## config.mk

```make
export PLATFORM = sky130hd
export DESIGN_NAME = chan_frame_packer
export DESIGN_NICKNAME = d
export VERILOG_FILES = /design/src/rtl/chan_frame_packer_pkg.sv /design/src/rtl/chan_frame_packer_checksum.sv /design/src/rtl/chan_frame_packer.sv
export SDC_FILE = /design/constraint.sdc
export NUM_CORES = 1
export LEC_CHECK = 0
export ABC_CLOCK_PERIOD_IN_PS = 3650
export CAP_MARGIN = 20
export CORE_UTILIZATION = 30
export DETAILED_ROUTE_END_ITERATION = 8
export PLACE_DENSITY = 0.57
export SLEW_MARGIN = 20
export SYNTH_ARGS = -nofsm -noshare
export SYNTH_HDL_FRONTEND = slang
export SYNTH_SLANG_ARGS = --single-unit
```

## constraint.sdc

```tcl
create_clock -name Clk -period 3.65 [get_ports Clk]
set_clock_uncertainty 0.05 [all_clocks]
set_input_delay 0.365 -clock Clk [delete_from_list [all_inputs] [get_ports Clk]]
set_output_delay 0.365 -clock Clk [all_outputs]
set_load 0.03 [all_outputs]
```

## src/rtl/chan_frame_packer_pkg.sv

```systemverilog
// Shared constants for the channel frame packer: header default, channel count,
// FSM state encoding and the info-word builder.
package chan_frame_packer_pkg;

    localparam int          NUM_CH     = 3;
    localparam logic [15:0] HEADER_DEF = 16'hA55A;

    localparam logic [2:0] ST_IDLE = 3'd0;
    localparam logic [2:0] ST_HDR  = 3'd1;
    localparam logic [2:0] ST_INFO = 3'd2;
    localparam logic [2:0] ST_RD   = 3'd3;
    localparam logic [2:0] ST_LAT  = 3'd4;
    localparam logic [2:0] ST_DATA = 3'd5;
    localparam logic [2:0] ST_CSUM = 3'd6;

    // Info word: channel number in the top nibble, burst length below it.
    function automatic logic [15:0] info_word(input logic [1:0] ch, input logic [11:0] burst);
        return {2'b00, ch, burst};
    endfunction

endpackage

```

## src/rtl/chan_frame_packer_checksum.sv

```systemverilog
// Modular (carry-discarding) word accumulator used for the per-channel checksum.
module frame_checksum16 #(
    parameter int W = 16
) (
    input  logic         clk,
    input  logic         rst,
    input  logic         i_clr,
    input  logic         i_add_en,
    input  logic [W-1:0] i_addend,
    output logic [W-1:0] o_sum
);

    logic [W-1:0] r_sum;

    // Clear wins over add so a new frame never inherits a stale partial sum.
    always_ff @(posedge clk or posedge rst) begin
        if (rst) begin
            r_sum <= '0;
        end else if (i_clr) begin
            r_sum <= '0;
        end else if (i_add_en) begin
            r_sum <= r_sum + i_addend;
        end
    end

    assign o_sum = r_sum;

endmodule

```

## src/rtl/chan_frame_packer.sv

```systemverilog
// Drains three channel FIFOs after each capture and emits one framed word stream
// (header, info, BURST_LEN samples, checksum) per channel over valid/ready.
module chan_frame_packer
    import chan_frame_packer_pkg::*;
#(
    parameter int                DATA_W    = 16,
    parameter int                BURST_LEN = 256,
    parameter logic [DATA_W-1:0] HEADER    = DATA_W'(HEADER_DEF),
    parameter int                TIMEOUT   = 1024
) (
    input  logic              Clk,
    input  logic              Rst,
    input  logic              start,
    input  logic              empty0,
    input  logic              empty1,
    input  logic              empty2,
    input  logic [DATA_W-1:0] q0,
    input  logic [DATA_W-1:0] q1,
    input  logic [DATA_W-1:0] q2,
    output logic              rdreq0,
    output logic              rdreq1,
    output logic              rdreq2,
    output logic [DATA_W-1:0] out_data,
    output logic              out_valid,
    input  logic              out_ready,
    output logic              out_last,
    output logic              busy,
    output logic              done,
    output logic              err_pad,
    output logic [2:0]        dbg_state
);

    // Handshake: a word transfers on every rising Clk where out_valid && out_ready;
    // while out_valid is high and out_ready low, out_data/out_last hold unchanged.

    localparam int                WAIT_W   = $clog2(TIMEOUT + 1);
    localparam logic [WAIT_W-1:0] WAIT_MAX = WAIT_W'(TIMEOUT - 1);
    localparam logic [11:0]       BURST12  = 12'(BURST_LEN);
    localparam logic [11:0]       CNT_MAX  = 12'(BURST_LEN - 1);
    localparam logic [1:0]        LAST_CH  = 2'(NUM_CH - 1);

    logic [2:0]        r_state;
    logic [1:0]        r_ch;
    logic [11:0]       r_cnt;
    logic [WAIT_W-1:0] r_wait;
    logic [DATA_W-1:0] r_hold;
    logic              r_busy;
    logic              r_done;
    logic              r_err_pad;

    logic              w_empty;
    logic [DATA_W-1:0] w_q;
    logic              w_rd;
    logic              w_hs;
    logic              w_last_ch;
    logic [DATA_W-1:0] w_info;
    logic [DATA_W-1:0] w_sum;
    logic              w_sum_clr;
    logic              w_sum_add;

    always_comb begin
        w_empty = 1'b1;
        w_q     = '0;
        case (r_ch)
            2'd0: begin w_empty = empty0; w_q = q0; end
            2'd1: begin w_empty = empty1; w_q = q1; end
            2'd2: begin w_empty = empty2; w_q = q2; end
            default: begin w_empty = 1'b1; w_q = '0; end
        endcase
    end

    assign w_rd      = (r_state == ST_RD) && !w_empty;
    assign w_last_ch = (r_ch == LAST_CH);
    assign w_info    = DATA_W'(info_word(r_ch, BURST12));

    assign rdreq0 = w_rd && (r_ch == 2'd0);
    assign rdreq1 = w_rd && (r_ch == 2'd1);
    assign rdreq2 = w_rd && (r_ch == 2'd2);

    always_comb begin
        out_data  = '0;
        out_valid = 1'b0;
        case (r_state)
            ST_HDR:  begin out_data = HEADER; out_valid = 1'b1; end
            ST_INFO: begin out_data = w_info; out_valid = 1'b1; end
            ST_DATA: begin out_data = r_hold; out_valid = 1'b1; end
            ST_CSUM: begin out_data = w_sum;  out_valid = 1'b1; end
            default: begin out_data = '0;     out_valid = 1'b0; end
        endcase
    end

    assign w_hs      = out_valid && out_ready;
    assign out_last  = (r_state == ST_CSUM) && w_last_ch;
    assign busy      = r_busy;
    assign done      = r_done;
    assign err_pad   = r_err_pad;
    assign dbg_state = r_state;

    // The checksum covers the info word and every sample; the header is excluded.
    assign w_sum_clr = ((r_state == ST_IDLE) && start) ||
                       ((r_state == ST_CSUM) && w_hs && !w_last_ch);
    assign w_sum_add = w_hs && ((r_state == ST_INFO) || (r_state == ST_DATA));

    frame_checksum16 #(
        .W (DATA_W)
    ) u_csum (
        .clk      (Clk),
        .rst      (Rst),
        .i_clr    (w_sum_clr),
        .i_add_en (w_sum_add),
        .i_addend (out_data),
        .o_sum    (w_sum)
    );

    always_ff @(posedge Clk or posedge Rst) begin
        if (Rst) begin
            r_state   <= ST_IDLE;
            r_ch      <= '0;
            r_cnt     <= '0;
            r_wait    <= '0;
            r_hold    <= '0;
            r_busy    <= 1'b0;
            r_done    <= 1'b0;
            r_err_pad <= 1'b0;
        end else begin
            r_done <= 1'b0;
            case (r_state)
                ST_IDLE: begin
                    if (start) begin
                        r_state   <= ST_HDR;
                        r_busy    <= 1'b1;
                        r_err_pad <= 1'b0;
                        r_ch      <= '0;
                        r_cnt     <= '0;
                        r_wait    <= '0;
                    end
                end
                ST_HDR: begin
                    if (w_hs) r_state <= ST_INFO;
                end
                ST_INFO: begin
                    if (w_hs) r_state <= ST_RD;
                end
                ST_RD: begin
                    if (!w_empty) begin
                        r_wait  <= '0;
                        r_state <= ST_LAT;
                    end else if (r_wait == WAIT_MAX) begin
                        // Starved channel: substitute a zero sample and flag it.
                        r_wait    <= '0;
                        r_hold    <= '0;
                        r_err_pad <= 1'b1;
                        r_state   <= ST_DATA;
                    end else begin
                        r_wait <= r_wait + 1'b1;
                    end
                end
                ST_LAT: begin
                    r_hold  <= w_q;
                    r_state <= ST_DATA;
                end
                ST_DATA: begin
                    if (w_hs) begin
                        if (r_cnt == CNT_MAX) begin
                            r_cnt   <= '0;
                            r_state <= ST_CSUM;
                        end else begin
                            r_cnt   <= r_cnt + 1'b1;
                            r_state <= ST_RD;
                        end
                    end
                end
                ST_CSUM: begin
                    if (w_hs) begin
                        if (w_last_ch) begin
                            r_state <= ST_IDLE;
                            r_busy  <= 1'b0;
                            r_done  <= 1'b1;
                        end else begin
                            r_ch    <= r_ch + 1'b1;
                            r_state <= ST_HDR;
                        end
                    end
                end
                default: r_state <= ST_IDLE;
            endcase
        end
    end

endmodule

```

# Word-level counts from Yosys, hierarchy flattened
# Index checks and enable logic that the tools add are counted.
# Widths: inputs -> output; s select.
[word_totals] out_inout_bits=27 inputBits=55 wordCells=104 regBits=63
[classes] eq_ne=20 reduce_logical=29 n_mux=42 n_addsub=4
[op_table] op="$mux 16" count=4
[op_table] op="$pmux 16 s4" count=1
[op_table] op="$pmux 16 s3" count=1
[op_table] op="$mux 12" count=3
[op_table] op="$mux 11" count=3
[op_table] op="$pmux 16 s2" count=1
[op_table] op="$mux 3" count=8
[op_table] op="$pmux 12 s2" count=1
[op_table] op="$pmux 11 s2" count=1
[op_table] op="$pmux 3 s7" count=1
[op_table] op="$add 16x16->16" count=1
[op_table] op="$ne 2x2->1 const B" count=8
[op_table] op="$add 12x1->12 const B" count=1
[op_table] op="$eq 12x8->1 const B" count=1
[op_table] op="$reduce_and 4->1" count=3
[op_table] op="$add 11x1->11 const B" count=1
[op_table] op="$eq 11x10->1 const B" count=1
[op_table] op="$mux 1" count=11
[op_table] op="$logic_and 1x1->1" count=10
[op_table] op="$reduce_bool 2->1" count=5
[op_table] op="$eq 3x3->1 const B" count=3
[op_table] op="$eq 3x2->1 const B" count=2
[op_table] op="$mux 2" count=3
[op_table] op="$reduce_and 3->1" count=2
[op_table] op="other kinds (16)" count=19

# Longest topological paths before layout
[depth] word_depth=8 ltp_mapped=13 mapped_depth_nobuf=11

# Cells and area by module
# A second synthesis with hierarchy kept.
[hier_totals] cells_unflattened=462 hier_area_um2=4266.6
[modules_own_cells] module="chan_frame_packer" instances=1 cells_each=307 seq_area_each_um2=1176.1 area_each_um2=2887.8
[modules_own_cells] module="frame_checksum16" instances=1 cells_each=155 seq_area_each_um2=400.4 area_each_um2=1378.8

# Least setup slack after synthesis
# No wires, ideal clock.
[synth_path] kind="reg-to-reg" startpoint="reg r_state[2] (netlist: dbg_state[2])" endpoint="reg u_csum.r_sum[15] (netlist: u_csum.o_sum[15])" path_slack_ps=-250 setup_ps=118 stages_incl_launch_ff=14 path_buffers=4 synth_period_minus_slack_ps=3900 arrival_ps=3732 required_ps=3482 cell_sequence="dfrtp_1 -> buf_2 -> buf_1 -> clkbuf_1 -> mux2i_1 -> o21ai_0 -> ha_1 -> buf_6 -> and4_2 -> o211ai_1 -> o22ai_1 -> or3_1 -> a31o_1 -> a21o_1"
[synth_between] elab_cells_between_ends=19 classes_between="add/sub: 1; eq/ne: 4; mux: 4; reduce/logical: 10"
[synth_lines] item="from (decl)" line="chan_frame_packer.sv:42" source="logic [2:0] r_state;"
[synth_lines] item="from (signal assigned)" line="chan_frame_packer.sv:117" source="r_state <= ST_IDLE;"
[synth_lines] item="from (signal assigned)" line="chan_frame_packer.sv:130" source="r_state <= ST_HDR;"
[synth_lines] item="from (signal assigned)" line="chan_frame_packer.sv:139" source="if (w_hs) r_state <= ST_INFO;"
[synth_lines] item="$eq 3x3->1 (tied with other cells)" line="chan_frame_packer.sv:83" source="case (r_state)"
[synth_lines] item="$pmux 16 s4 (*)" line="chan_frame_packer.sv:83"
[synth_lines] item="net out_data[12]" line="chan_frame_packer.sv:23" source="output logic [DATA_W-1:0] out_data,"
[synth_lines] item="$add 16x16->16 (*)" line="chan_frame_packer_checksum.sv:22" source="r_sum <= r_sum + i_addend;"
[synth_lines] item="$mux 16 (*)" line="chan_frame_packer_checksum.sv:21" source="end else if (i_add_en) begin"
[synth_lines] item="$mux 16 (*)" line="chan_frame_packer_checksum.sv:19" source="end else if (i_clr) begin"
[synth_lines] item="to (signal assigned)" line="chan_frame_packer_checksum.sv:22"
[synth_lines] item="to (decl)" line="chan_frame_packer_checksum.sv:13" source="logic [W-1:0] r_sum;"
# Mark *: on every way through the listed nets, which the timed path passes. The rest lies on a longest branch. The select of a mux whose other input is x is not followed.
# A chain may end at the register's enable or synchronous reset.

# Final worst setup path
[layout_path] startpoint="reg r_ch[1]" endpoint="out rdreq0"
[layout_between] elab_chain_cells=5 elab_cells_between_ends=7 classes_between="eq/ne: 2; mux: 1; reduce/logical: 4"
[layout_rtl] item="from (decl)" line="chan_frame_packer.sv:43" source="logic [1:0] r_ch;"
[layout_rtl] item="from (signal assigned)" line="chan_frame_packer.sv:180" source="r_ch <= r_ch + 1'b1;"
[layout_rtl] item="$eq 2x2->1 (tied with other cells)" line="chan_frame_packer.sv:64" source="case (r_ch)"
[layout_rtl] item="$pmux 1 s3" line="chan_frame_packer.sv:64"
[layout_rtl] item="$logic_not 1->1"
[layout_rtl] item="$logic_and 1x1->1" line="chan_frame_packer.sv:72" source="assign w_rd = (r_state == ST_RD) && !w_empty;"
[layout_rtl] item="$logic_and 1x1->1 (*)" line="chan_frame_packer.sv:76" source="assign rdreq0 = w_rd && (r_ch == 2'd0);"
[layout_rtl] item="to (decl)" line="chan_frame_packer.sv:20" source="output logic rdreq0,"
# Mark *: on every way between the ends. The rest lies on a longest branch, timed or not.

==> results.toml <==
[setup_path]
timing.critical_path.cells = "inv_1, ha_1, a21o_1, nor2_1, and3_1, clkdlybuf4s50_1"
cp-start-kind = "flop"
max_stage_delay_ns = 0.67
critPathArrivalTime_ns = 2.82
timing.critical_path.buf_inv = 2
crit_family = "buffers and inverters"
cp-end-kind = "primary output"
worstSetupPathType = "reg2out"
crit_fanout = 18
slowest_stage = "clkdlybuf4s50_1"
critPathRequiredTime_ns = 3.23

[route]
viasPerCell = 5.36
drt_pre_antenna_iters = 5
drt-total-wl_microns = 12400
drt_iter0_drc = 239
wire_per_inst_microns = 17.3
route.detailed.drc = 0
num_vias = 3857
antenna_left = 0

[floorplanning]
num_io_pins = 82
die_area_sq_mm = 0.0142
die-height_microns = 119
row_count = 42
die_w_microns = 119
start_util_pct = 30.9
core_area_sq_mm = 0.0133

[sta]
fmax_mhz = 309
hold_viol = 0
period_minus_slack_ns = 3.24
setup_viol = 0
rsz0062_at_grt = "no"
setup_tns_ns = 0
tightest_slew_ns = 0.837
slew_violations = 0
fin_crit_sh_pct = 88.7
relSlewSlack_pct = 43.8

[clocking]
cts_root_buf = "clkbuf_16"
clock_sinks = 63
cts_resized = 0
worst_skew_pair.late_latency_ns = 0.34
postCtsHoldBufs = 0
cts_setup_buffers = 0
cts_tree = "built"
numCtsBuffers = 9
htreeDepth = 3
clk_pin_slew_ns = 0.06
clockBufferDepth = 2

[place]
portBuffers = 81
dp.cells = 704
dp_hpwl_microns = 8830
place_congestion = 0.836

[grt]
grt_pass1_vias = 3641
grt_util_all_layers_pct = 17.8
antenna_found_initial = 0
grt_max_degree = 50
grt_pass1_wl_microns = 19500
grt-ovfl-total = 0

[logic_synthesis]
synthMostInstantiatedCell = "dfrtp_1"
synth_mux_area_share_pct = 0.731
synth_compound_area_share_pct = 27.7
synth_top_area_share_pct = 38.4
synthArstFlopShare_pct = 100
netlist_instances = 463
synth_xor_xnor_area_share_pct = 4.05
syn-cell-area_sq_mm = 0.00411
yosys_warnings = 0
ys_seq_area_share_pct = 38.4
ys_ff_latch = 63
yosys.area_share.simple_pct = 17.9
ys_types = 61
yosysTopAreaCell = "dfrtp_1"
synthFlopType = "dfrtp_1"
synth_fp_nets = 540
synthAdderAreaFrac_pct = 6.89
synthTopCellsByArea = "dfrtp_1 38%, ha_1 6.4%, o21ai_0 5.7%, nand2_1 5.0%, a222oi_1 3.9%"
avgSynthCellArea_sq_um = 8.87
synth_common_cells = "63 x dfrtp_1, 55 x nand2_1, 47 x o21ai_0"
synth-edff-count = 0
synth_top_family_by_area = "compound AO/OA/AOI/OAI gates"

[cells_and_area]
fin_cells = 720
multi_input_area_sq_mm = 0.00235
area.growth.synth_to_final_pct = 31.2
seq_area_sq_mm = 0.00158
antennaDiodeCount = 0
fin_nets = 616
drive_above_1_share_pct = 6.25
nFillCells = 1344

[power_and_ir_drop]
ir_worst_vdd_uv = 406
total_leakage_power_nw = 2.31
powerDensity_mw_per_mm2 = 771

[status]
status = "completed"

[hold_path]
hold_path_class = "in2async"

[flow_run]
maxCapViolations = 0
==> stage by stage <==
| stage | hold slack (ns) | power (mW) | area (sq um) | setup WS (ns) | util, % |
|---|---|---|---|---|---|
| floorplan | 0.401 | 2.54 | 4110 | 0.0264 | - |
| global placement | 0.424 | 3.25 | 5090 | 0.655 | 38.3 |
| finish | 0.433 | 4.16 | 5390 | 0.413 | 40.5 |
| global route | 0.480 | 4.41 | 5390 | 0.266 | 40.5 |
| CTS | 0.443 | 4.16 | 5390 | 0.449 | 40.5 |
| detailed placement | 0.430 | 3.27 | 5100 | 0.568 | 38.3 |
==> placed cells by master, fill, tap and decap left out, types with 9 or more instances in the layout <==
cell and n:
nand3_1 11, clkdlybuf4s50_1 81, buf_4 10, dfrtp_1 63, nand2_1 55, nor2_1 38, nor2b_1 10, a21oi_1 26
o21ai_0 45, xor2_1 11, a222oi_1 16, o2bb2ai_1 16, ha_1 21, inv_1 14, clkbuf_16 9
==> power by group <==
part | internal (mW) | total [mW] | switching (mW)
clock | 0.547 | 0.865 | 0.319
sequential | 0.888 | 1.06 | 0.168
combinational | 0.860 | 2.24 | 1.38
total | 2.29 | 4.16 | 1.86
==> final timing paths <==
check | start | endpoint | slack, ns | cells after the start
max | r_ch[1]$_DFFE_PP0P_ | rdreq0 | 0.41 | 6
min | Rst | r_wait[8]$_DFFE_PP0P_ | 0.43 | 2
max reg2reg | dbg_state[2]$_DFFE_PP0P_ | u_csum.o_sum[15]$_DFFE_PP0P_ | 0.55 | 11
min reg2reg | r_hold[15]$_DFFE_PP0P_ | r_hold[15]$_DFFE_PP0P_ | 0.44 | 1
max in group asynchronous | Rst | r_hold[5]$_DFFE_PP0P_ | 2.47 | 3
min in group Clk | r_hold[15]$_DFFE_PP0P_ | r_hold[15]$_DFFE_PP0P_ | 0.44 | 1
==> sequential cells by signal, summed over array words and instances, names as in the netlist, 2 cells and up <==
signal,count
r_hold,16
u_csum.o_sum,16
r_cnt,12
r_wait,11
dbg_state,3
r_ch,2
==> cell families (layout without fill, tap and decap cells) <==
kind of cell               Yosys count  count (layout)
xor gates and xnor gates            19              19
buffers and inverters               41             122
DFF                                 63              63
and+or+nand+nor                    154             154
adders and majority gates           22              22
AOI/OAI and AO/OA                  161             161
muxes                                3               3
==> per-layer routing <==
metal | share of wire, % | vias to the layer above | wire length, microns | GRT usage, %
met2 | 44 | 135 | 5440 | 27.0
met1 | 49 | 1837 | 6120 | 25.4
li1 | - | 1875 | - | -
met5 | 0 | - | 0 | 0
met4 | 1.4 | 0 | 173 | 5.30
met3 | 5.6 | 10 | 697 | 3.50
==> area by class of cell <==
type	instances	share of cell area, %
Inverter	15	1.09
Tap cell	176	4.09
Clock inverter	3	0.789
Timing Repair Buffer	91	16.4
Clock buffer	13	4.64
Sequential cell	63	29.3
Multi-Input combinational cell	359	43.7
Note: power is estimated with default switching activity, not from simulation.
==> RTL edit (same flow settings) <==
Put one more register stage on the output `err_pad`, with the module's reset. The value now appears one clock later. The other outputs are not delayed to match.
--- a/src/rtl/chan_frame_packer.sv
+++ b/src/rtl/chan_frame_packer.sv
@@ -95,3 +95,9 @@
     assign done      = r_done;
-    assign err_pad   = r_err_pad;
+    always_ff @(posedge Clk or posedge Rst) begin
+        if (Rst) begin
+            err_pad <= '0;
+        end else begin
+            err_pad <= r_err_pad;
+        end
+    end
     assign dbg_state = r_state;
Formal check against the unedited RTL: no difference found for any inputs over 10 cycles, from zero or initial values and one cycle with Rst high; that may be too few to reach the edited logic, so the function may still have changed.
==> RTL edit against the original RTL <==
First-iteration DRC count increased by 53%. Via count increased by 1.5%. Cell area increased by 2.3%. Non-clock buffer count increased by 3. Setup slack improved by 0.043 ns. Register-to-register slack got worse by 0.07 ns. Final cell count increased by 0.56%. Sequential cell count increased by 1. Synthesized area increased by 0.61%. Wire length decreased by 1.0%. Power increased by 5.0%. Largest power group unchanged. Count of clock-buffer cells in the layout decreased by 4. Sequential share of layout area decreased by 0.20 points. Critical endpoint is now rdreq1.
==> RTL edit: results (changes against the original RTL) <==
Synthesis
  • Largest cells by area after synthesis: dfrtp_1 (39%), ha_1 (6.4%), o21ai_0 (5.7%) (was dfrtp_1 (38%), ha_1 (6.4%), o21ai_0 (5.7%))
  • Mux contribution to synthesized area: 0.727% (was 0.731%)
  • Post-synthesis compound-gate area fraction: 27.5% (was 27.7%)
  • Ys async rst share: 100% (unchanged)
  • Post-synthesis xor/xnor area fraction: 4.03% (was 4.05%)
  • Yosys cell types: 61 (unchanged)
  • Seq/Total Area, Yosys: 38.8% (was 38.4%)
  • Syn. warnings: 0 (unchanged)
  • Syn nets: 541 (was 540)
  • Synth cell count leaders: dfrtp_1 (64), nand2_1 (55), o21ai_0 (47) (was dfrtp_1 (63), nand2_1 (55), o21ai_0 (47))
  • Synth Area in Adders: 6.84% (was 6.89%)

Place
  • Post-DP HPWL: 8750 microns (was 8830 microns)
  • GPL Wtd Cong: 0.863 (was 0.836)
  • Placed standard-cell area: 5140 sq um (was 5100 sq um)
  • Dpl ws: 0.508 ns (was 0.568 ns)

Hold path
  • Worst min path class: reg -> reg (was in -> async)

Global route
  • First-pass GRT wire length: 20100 microns (was 19500 microns)
  • Met3 GRT Util: 3.40% (was 3.50%)
  • GRT Total Usage: 18.2% (was 17.8%)
  • Vias in the first global route: 3792 (was 3641)
  • M2 GR Usage: 28.1% (was 27.0%)
  • Met1 GRT Util: 25.1% (was 25.4%)

Setup path
  • Worst r2r src: dbg_state[0] (was dbg_state[2])
  • R2R depth: 12 (was 11)
  • CP max-delay cell: clkdlybuf4s50_1 (unchanged)
  • Crit Path Max Fanout: 18 (unchanged)
  • Worst reg2reg path endpoint: u_csum.o_sum[15] (unchanged)
  • Crit path max-delay family: buffers and inverters (unchanged)
  • Critical Path AT: 2.78 ns (was 2.82 ns)
  • Flop2flop setup slack: 0.48 ns (was 0.55 ns)

Clock network
  • Num CTS Buffers: 9 (unchanged)
  • # Post-CTS Setup Buffers: 0 (unchanged)

Power and ir drop
  • VDD IR max: 0.000475 V (was 0.000406 V)
  • Leak: 2.37 nW (was 2.31 nW)

Detailed routing
  • Routed Wire Length: 12300 microns (was 12400 microns)
  • Via count: 3913 (was 3857)
  • Starting DRT DRC Count: 365 (was 239)
  • DR pass1 iterations: 9 (was 5)

Layout
  • Share of cells above drive strength 1: 7.30% (was 6.25%)
  • Final nets: 620 (was 616)
  • Ant diodes: 0 (unchanged)

Outcome
  • Status: completed (unchanged)

STA
  • Slew @ Worst Pin: 0.878 ns (was 0.837 ns)
  • Min Hold Slack: 0.326 ns (was 0.433 ns)
RTL edit: cell count changes after synthesis:
cell | before | now
dfrtp_1 | 63 | 64
RTL edit: through the flow:
stage          total power, mW  instances
6_report                  4.36        724
5_1_grt                   4.65        724
4_1_cts                   4.38        724
3_5_place_dp              3.29        708
3_3_place_gp              3.25        708
2_1_floorplan             2.55        464
RTL edit: routing by layer:
| layer | up-vias | wire length [microns] |
|---|---|---|
| met5 | - | 0 |
| met4 | 0 | 187 |
| met3 | 12 | 696 |
| met2 | 126 | 5550 |
| met1 | 1901 | 5870 |
| li1 | 1874 | - |
RTL edit: area by class of cell:
cell class	instances	area (sq um)
inverter	15	57.6
sequential	64	1600
clock inverter	7	144
timing repair buffer	94	908
multi-input combinational	359	2350
fill	1352	7840
clock buffer	9	225
tap	176	220
RTL edit: worst max path at each step:
stage	startpoint	end	slack [ns]
after floorplan	dbg_state[2]	u_csum.o_sum[15]	0.03
after global placement	dbg_state[0]	u_csum.o_sum[15]	0.61
after detailed placement	dbg_state[0]	u_csum.o_sum[15]	0.51
after CTS	r_ch[1]	rdreq1	0.41
after global routing	r_ch[1]	rdreq1	0.19
final	r_ch[1]	rdreq1	0.46
RTL edit: where the power goes:
group | total, mW | leakage, nW | switching (mW) | internal, mW
Sequential | 1.06 | 0.854 | 0.157 | 0.899
Clock | 1.07 | 0.172 | 0.335 | 0.737
Combinational | 2.23 | 1.34 | 1.37 | 0.865
RTL edit: cell families (layout without fill, tap and decap cells):
logic type | Yosys count | count (layout)
and+or+nand+nor | 154 | 154
muxes | 3 | 3
adders and majority gates | 22 | 22
AOI/OAI and AO/OA | 161 | 161
buffers and inverters | 41 | 125
DFF | 64 | 64
xor gates and xnor gates | 19 | 19
